$ cat src/rtl/frequency_band_analyzer.sv
// frequency_band_analyzer: measures the period of sample_data between rising edges,
// sorts each period into NUM_BANDS linear frequency bands and publishes per-band
// cycle totals once per fixed measurement window, with a one-cycle valid strobe.
module frequency_band_analyzer #(
    parameter int unsigned CLOCK         = 32'd50000000,
    parameter int unsigned F_MIN         = 32'd1000,
    parameter int unsigned F_STEP        = 32'd1000,
    parameter int unsigned NUM_BANDS     = 32'd4,
    parameter int unsigned WINDOW_CYCLES = 32'd50000000,
    parameter int unsigned COUNTER_WIDTH = 32'd32
) (
    input  logic                               clock,
    input  logic                               clear,
    input  logic                               enable,
    input  logic                               sample_data,
    output logic [NUM_BANDS*COUNTER_WIDTH-1:0] band_values,
    output logic [COUNTER_WIDTH-1:0]           out_of_range_value,
    output logic                               values_valid,
    output logic                               saturated
);
    localparam int unsigned CW = COUNTER_WIDTH;

    // Period threshold (floor, in clock cycles) of band edge k.
    function automatic logic [63:0] threshold(input int unsigned k);
        return 64'(CLOCK) / (64'(F_MIN) + 64'(k) * 64'(F_STEP));
    endfunction

    localparam logic [63:0]      T_TOP  = threshold(32'd0);
    localparam int unsigned      PW     = $clog2(T_TOP + 64'd2);
    localparam logic [PW-1:0]    P_SAT  = PW'(T_TOP + 64'd1);
    localparam int unsigned      WW     = $clog2(WINDOW_CYCLES);
    localparam logic [WW-1:0]    W_LAST = WW'(WINDOW_CYCLES - 32'd1);
    localparam int unsigned      SW     = ((CW > PW) ? CW : PW) + 32'd1;

    if ((F_MIN == 32'd0) || (NUM_BANDS < 32'd1) || (NUM_BANDS > 32'd16) ||
        (WINDOW_CYCLES < 32'd2) ||
        (64'(CLOCK) < 64'd2 * (64'(F_MIN) + 64'(NUM_BANDS) * 64'(F_STEP)))) begin : g_bad_params
        $error("frequency_band_analyzer: illegal parameter combination");
    end

    // Saturating accumulate; bit CW of the result flags that the ceiling was hit.
    function automatic logic [CW:0] sat_add(input logic [CW-1:0] acc, input logic [PW-1:0] p);
        logic [SW-1:0] sum;
        sum = SW'(acc) + SW'(p);
        if (sum > SW'({CW{1'b1}})) begin
            return {1'b1, {CW{1'b1}}};
        end else begin
            return {1'b0, sum[CW-1:0]};
        end
    endfunction

    logic [2:0]    sync_r;
    logic [PW-1:0] period_r;
    logic          armed_r;
    logic          enable_d_r;
    logic [WW-1:0] window_r;
    logic [CW-1:0] acc_r [NUM_BANDS];
    logic [CW-1:0] oor_acc_r;
    logic          sat_r;

    logic          edge_s;
    logic          terminal_s;
    logic          classify_s;
    logic [63:0]   period_wide_s;
    logic [CW-1:0] acc_next_s [NUM_BANDS];
    logic [CW-1:0] oor_next_s;
    logic          sat_next_s;
    logic          in_band_s;
    logic [CW:0]   sum_s;

    assign edge_s        = sync_r[1] & ~sync_r[2];
    assign terminal_s    = enable & (window_r == W_LAST);
    assign classify_s    = enable & edge_s & armed_r;
    assign period_wide_s = 64'(period_r);

    // Classify the finished period and form the next accumulator contents.
    always_comb begin
        acc_next_s = acc_r;
        oor_next_s = oor_acc_r;
        sat_next_s = sat_r;
        in_band_s  = 1'b0;
        sum_s      = {(CW+1){1'b0}};
        if (classify_s) begin
            for (int unsigned k = 0; k < NUM_BANDS; k++) begin
                if ((period_wide_s > threshold(k + 32'd1)) && (period_wide_s <= threshold(k))) begin
                    sum_s         = sat_add(acc_r[k], period_r);
                    acc_next_s[k] = sum_s[CW-1:0];
                    sat_next_s    = sat_r | sum_s[CW];
                    in_band_s     = 1'b1;
                end else begin
                    acc_next_s[k] = acc_r[k];
                end
            end
            if (!in_band_s) begin
                sum_s      = sat_add(oor_acc_r, period_r);
                oor_next_s = sum_s[CW-1:0];
                sat_next_s = sat_r | sum_s[CW];
            end else begin
                oor_next_s = oor_acc_r;
            end
        end else begin
            sat_next_s = sat_r;
        end
    end

    // Synchronizer, period counter, armed flag, window counter and valid strobe.
    always_ff @(posedge clock) begin
        if (clear) begin
            sync_r       <= 3'b000;
            period_r     <= {PW{1'b0}};
            armed_r      <= 1'b0;
            enable_d_r   <= 1'b0;
            window_r     <= {WW{1'b0}};
            values_valid <= 1'b0;
        end else begin
            sync_r     <= {sync_r[1:0], sample_data};
            enable_d_r <= enable;
            if (!enable) begin
                period_r     <= {PW{1'b0}};
                armed_r      <= 1'b0;
                window_r     <= {WW{1'b0}};
                values_valid <= 1'b0;
            end else begin
                values_valid <= terminal_s;
                window_r     <= terminal_s ? {WW{1'b0}} : (window_r + WW'(1));
                if (edge_s) begin
                    period_r <= PW'(1);
                    armed_r  <= 1'b1;
                end else if (period_r != P_SAT) begin
                    period_r <= period_r + PW'(1);
                end else begin
                    period_r <= period_r;
                end
            end
        end
    end

    // Accumulators and published snapshot.
    always_ff @(posedge clock) begin
        if (clear) begin
            for (int unsigned k = 0; k < NUM_BANDS; k++) begin
                acc_r[k] <= {CW{1'b0}};
            end
            oor_acc_r          <= {CW{1'b0}};
            sat_r              <= 1'b0;
            band_values        <= {(NUM_BANDS*CW){1'b0}};
            out_of_range_value <= {CW{1'b0}};
            saturated          <= 1'b0;
        end else if (enable && !enable_d_r) begin
            // Fresh window after (re-)enable: drop whatever was partially gathered.
            for (int unsigned k = 0; k < NUM_BANDS; k++) begin
                acc_r[k] <= {CW{1'b0}};
            end
            oor_acc_r <= {CW{1'b0}};
            sat_r     <= 1'b0;
        end else if (terminal_s) begin
            for (int unsigned k = 0; k < NUM_BANDS; k++) begin
                band_values[k*CW +: CW] <= acc_next_s[k];
                acc_r[k]                <= {CW{1'b0}};
            end
            out_of_range_value <= oor_next_s;
            saturated          <= sat_next_s;
            oor_acc_r          <= {CW{1'b0}};
            sat_r              <= 1'b0;
        end else if (enable) begin
            acc_r     <= acc_next_s;
            oor_acc_r <= oor_next_s;
            sat_r     <= sat_next_s;
        end else begin
            acc_r     <= acc_r;
            oor_acc_r <= oor_acc_r;
            sat_r     <= sat_r;
        end
    end

endmodule

$ cat config.mk
export PLATFORM = sky130hd
export DESIGN_NAME = frequency_band_analyzer
export DESIGN_NICKNAME = d
export VERILOG_FILES = /design/src/rtl/frequency_band_analyzer.sv
export SDC_FILE = /design/constraint.sdc
export NUM_CORES = 1
export LEC_CHECK = 0
export ABC_AREA = 1
export BUFFER_PORTS_ARGS = -buffer_cell sky130_fd_sc_hd__buf_2
export CORE_UTILIZATION = 55
export CTS_CLUSTER_DIAMETER = 80
export CTS_CLUSTER_SIZE = 24
export DETAILED_ROUTE_END_ITERATION = 16
export GPL_ROUTABILITY_DRIVEN = 0
export PLACE_DENSITY = 0.74
export SLEW_MARGIN = 20
export SYNTH_ARGS = -nofsm -noshare
export SYNTH_HDL_FRONTEND = slang
export SYNTH_SLANG_ARGS = --single-unit
$ cat constraint.sdc
create_clock -name clock -period 4.3 [get_ports clock]
set_input_delay 0.215 -clock clock [delete_from_list [all_inputs] [get_ports clock]]
set_output_delay 0.215 -clock clock [all_outputs]
set_load 0.1 [all_outputs]
==> out/qor.yml <==
routing:
  drcViolationCount: 0
  residual_antenna_violating_net_count_after_detailed_routing: 0
  drt-pass1-iter-count: 5
  routed_wire_length_per_instance_um: 15.8
  route.final.wire_length_mm: 56.6
  routed_via_density: 5.67
  drt-initial-drc-count: 1249
  num_vias: 20291
timing:
  final.setup.tns_ps: 0
  hold_violations: 0
  max_freq_ghz: 0.296
  drv_slew: 0
  setup_ws_ps: 918
  time_the_final_worst_path_needs_with_i_o_delays_and_setup_ps: 3380
  slew_headroom_pct: 32.9
  setup_viol: 0
  min_period_over_period_pct: 78.6
  fin_worst_skew_ps: 17.3
  setup_repair_after_global_routing_missed_its_margin: "no"
  worst_slew_pin_slew_ps: 1010
logic_synthesis:
  synth_most_common_cell: "nand2_1"
  synth.area.top_cells: "dfxtp_1, nand2_1, a21oi_1"
  synth-seq-area-share_pct: 36.0
  yosys_most_used_dff: "dfxtp_1"
  postSynthRegisterBits: 370
  synth_enable_flop_cells: 0
  synth.avg_cell_area_um2: 6.86
  synth_async_reset_ratio_pct: 0
  netlist_area_mm2: 0.0206
  netlist-cell-type-count: 53
  syn-instance-count: 2998
  post-synth-top-area-fraction_pct: 36.0
  synthTopCellsByCount: "nand2_1, dfxtp_1, nor2_1"
  synth-warning-count: 0
  synth.net_count: 3091
  synth_top_area_cell: "dfxtp_1"
floorplanning:
  die_h_um: 195
  placement_rows: 70
  die_width_um: 195
  initial_standard_cell_utilization_of_the_core_pct: 56.1
  dieArea_mm2: 0.0382
  pin_count: 166
  coreArea_mm2: 0.0367
cells_and_area:
  drive_above_1_share_pct: 9.54
  regArea_mm2: 0.00741
  multi_input_gate_area_mm2: 0.0115
  nets: 3194
  final_cell_count_no_fill: 3580
  syn_to_final_growth_pct: 8.86
  antennaDiodeCount: 0
  fillerInstances: 3464
  finish.utilization_pct: 61.1
clock_network:
  cts.repair.resized: 0
  tritoncts: "yes"
  clockRootBuffer: "clkbuf_16"
  cts.sink_count: 370
  clock_path_buffers: 3
  cts-htree-levels: 1
  number_of_buffers_inserted_during_clock_tree_synthesis: 22
  clkSlewWorstSetupHoldPaths_ps: 100
  clk_latency_ps: 560
power_and_ir_drop:
  cellLeakagePower_nw: 10.1
  power_per_cell_area_mw_per_mm2: 263
  p_total_mw: 5.88
  vdd_ir_drop_max_mv: 0.271
place:
  numPortBuffers: 165
  dp.final_hpwl_mm: 41.3
  placed_cells: 3542
  dp_slack_ps: 1030
job:
  maxCapViolCount: 0
global_route:
  vias_in_the_first_global_route: 19004
  antenna_violations_before_repair: 0
  gr_ovfl_total: 0
  grt_pass1_wl_mm: 92.5
  maximum_number_of_pins_on_one_net_before_global_route_repair: 142
  groute.usage.overall_pct: 29.1
critical_path:
  cpPeakStageDelay_ps: 960
  cpLargestDelayFamily: "flip-flops"
  slowest_library_cell_on_the_worst_path: "dfxtp_1"
  crit_path_cell_trace: "ha_1 > nand2_1 > inv_1 > nand2_1 > nand2_1 > a21oi_1 > a21oi_1 > inv_1 > nand4_1 > o21ai_0 > a21oi_1"
  worst-endpoint-arrival_ps: 3810
  critical_path_buf_inv_count: 2
  worst_ep_required_time_ps: 4730
  timing_worst_setup_path_type: "reg2reg"
  worstPathMaxFanout: 31
  endpoint_kind: "flop"
  setup.worst_path.start_class: "flop"
min_path:
  min_path_type: "in2reg"
status:
  status: "completed"
[worst paths after layout]
kind                                   endpoint    startpoint  depth (start not counted)  slack [ps]
worst max-delay path            band_values[55]  period_r[14]                         11         920
worst min-delay path                 enable_d_r        enable                          3         200
worst max register to register  band_values[55]  period_r[14]                         11         920
worst min register to register        sync_r[1]     sync_r[0]                          2         410
[cell families after synthesis]
| family | after synthesis | synth area share [%] |
|---|---|---|
| AND/OR/NAND/NOR | 1403 | 29.5 |
| AO/OA/AOI/OAI | 641 | 17.1 |
| buffers and inverters | 405 | 8.04 |
| flip-flops | 370 | 36.0 |
| XOR/XNOR | 90 | 3.83 |
| adder cells (fa/ha/maj) | 89 | 5.59 |
[power breakdown]
group	total, mW	internal (mW)	leakage, nW	switching (mW)
Combinational	0.0975	0.0197	6.81	0.0778
Clock	2.35	1.10	0.350	1.25
Sequential	3.43	3.43	2.98	0.00628
[layer usage]
metal / GRT usage (%) / part of all wire [%]
met4: 10.8 / 3.7
met2: 49.6 / 46
met3: 3.23 / 5.8
met1: 37.8 / 45
met5: 0 / 0
[repair_timing]
item	CTS	global route
endpoints found under the hold margin	4	0
buffers inserted	0	0
hold buffers	3	0
[through the flow]
| step | instance area [um^2] | hold slack (ps) |
|---|---|---|
| after detailed placement | 21600 | 412 |
| after global routing | 22400 | 219 |
| after global placement | 21600 | 397 |
| after floorplan | 20600 | 286 |
| after CTS | 22400 | 178 |
| final | 22400 | 200 |
[sequential cells by signal, indices dropped and copies added (netlist names)]
| signal | flops |
|---|---|
| acc_r | 128 |
| band_values | 128 |
| oor_acc_r | 32 |
| out_of_range_value | 32 |
| window_r | 26 |
| period_r | 16 |
| sync_r | 3 |
| armed_r | 1 |
| enable_d_r | 1 |
| sat_r | 1 |
| saturated | 1 |
| values_valid | 1 |
[cells in the final DEF (no fill, tap or decap), drive strengths merged, types with 60 or more instances in the layout]
master | synthesis | layout
nor2 | 374 | 374
xor2 | 61 | 61
nand2 | 661 | 661
a21oi | 278 | 278
buf | 72 | 182
o21ai | 262 | 262
ha | 84 | 84
inv | 297 | 299
nand3 | 205 | 205
o22ai | 60 | 60
dfxtp | 370 | 370
nand4 | 64 | 64
[worst reg2reg max path: stages (launching register included)]
cell and delay, ps:
dfxtp_1 960, ha_1 420, nand2_1 150, inv_1 60
nand2_1 60, nand2_1 60, a21oi_1 160, a21oi_1 160
inv_1 760, nand4_1 190, o21ai_0 190, a21oi_1 100
[layout make-up]
type,count,share of cell area (%)
Clock buffer,27,2.68
Sequential cell,370,33.1
Multi-Input combinational cell,2223,51.5
Clock inverter,8,0.586
Inverter,299,5.06
Timing Repair Buffer,185,4.50
Tap cell,468,2.61
Note: power is estimated with default switching activity, not from simulation.
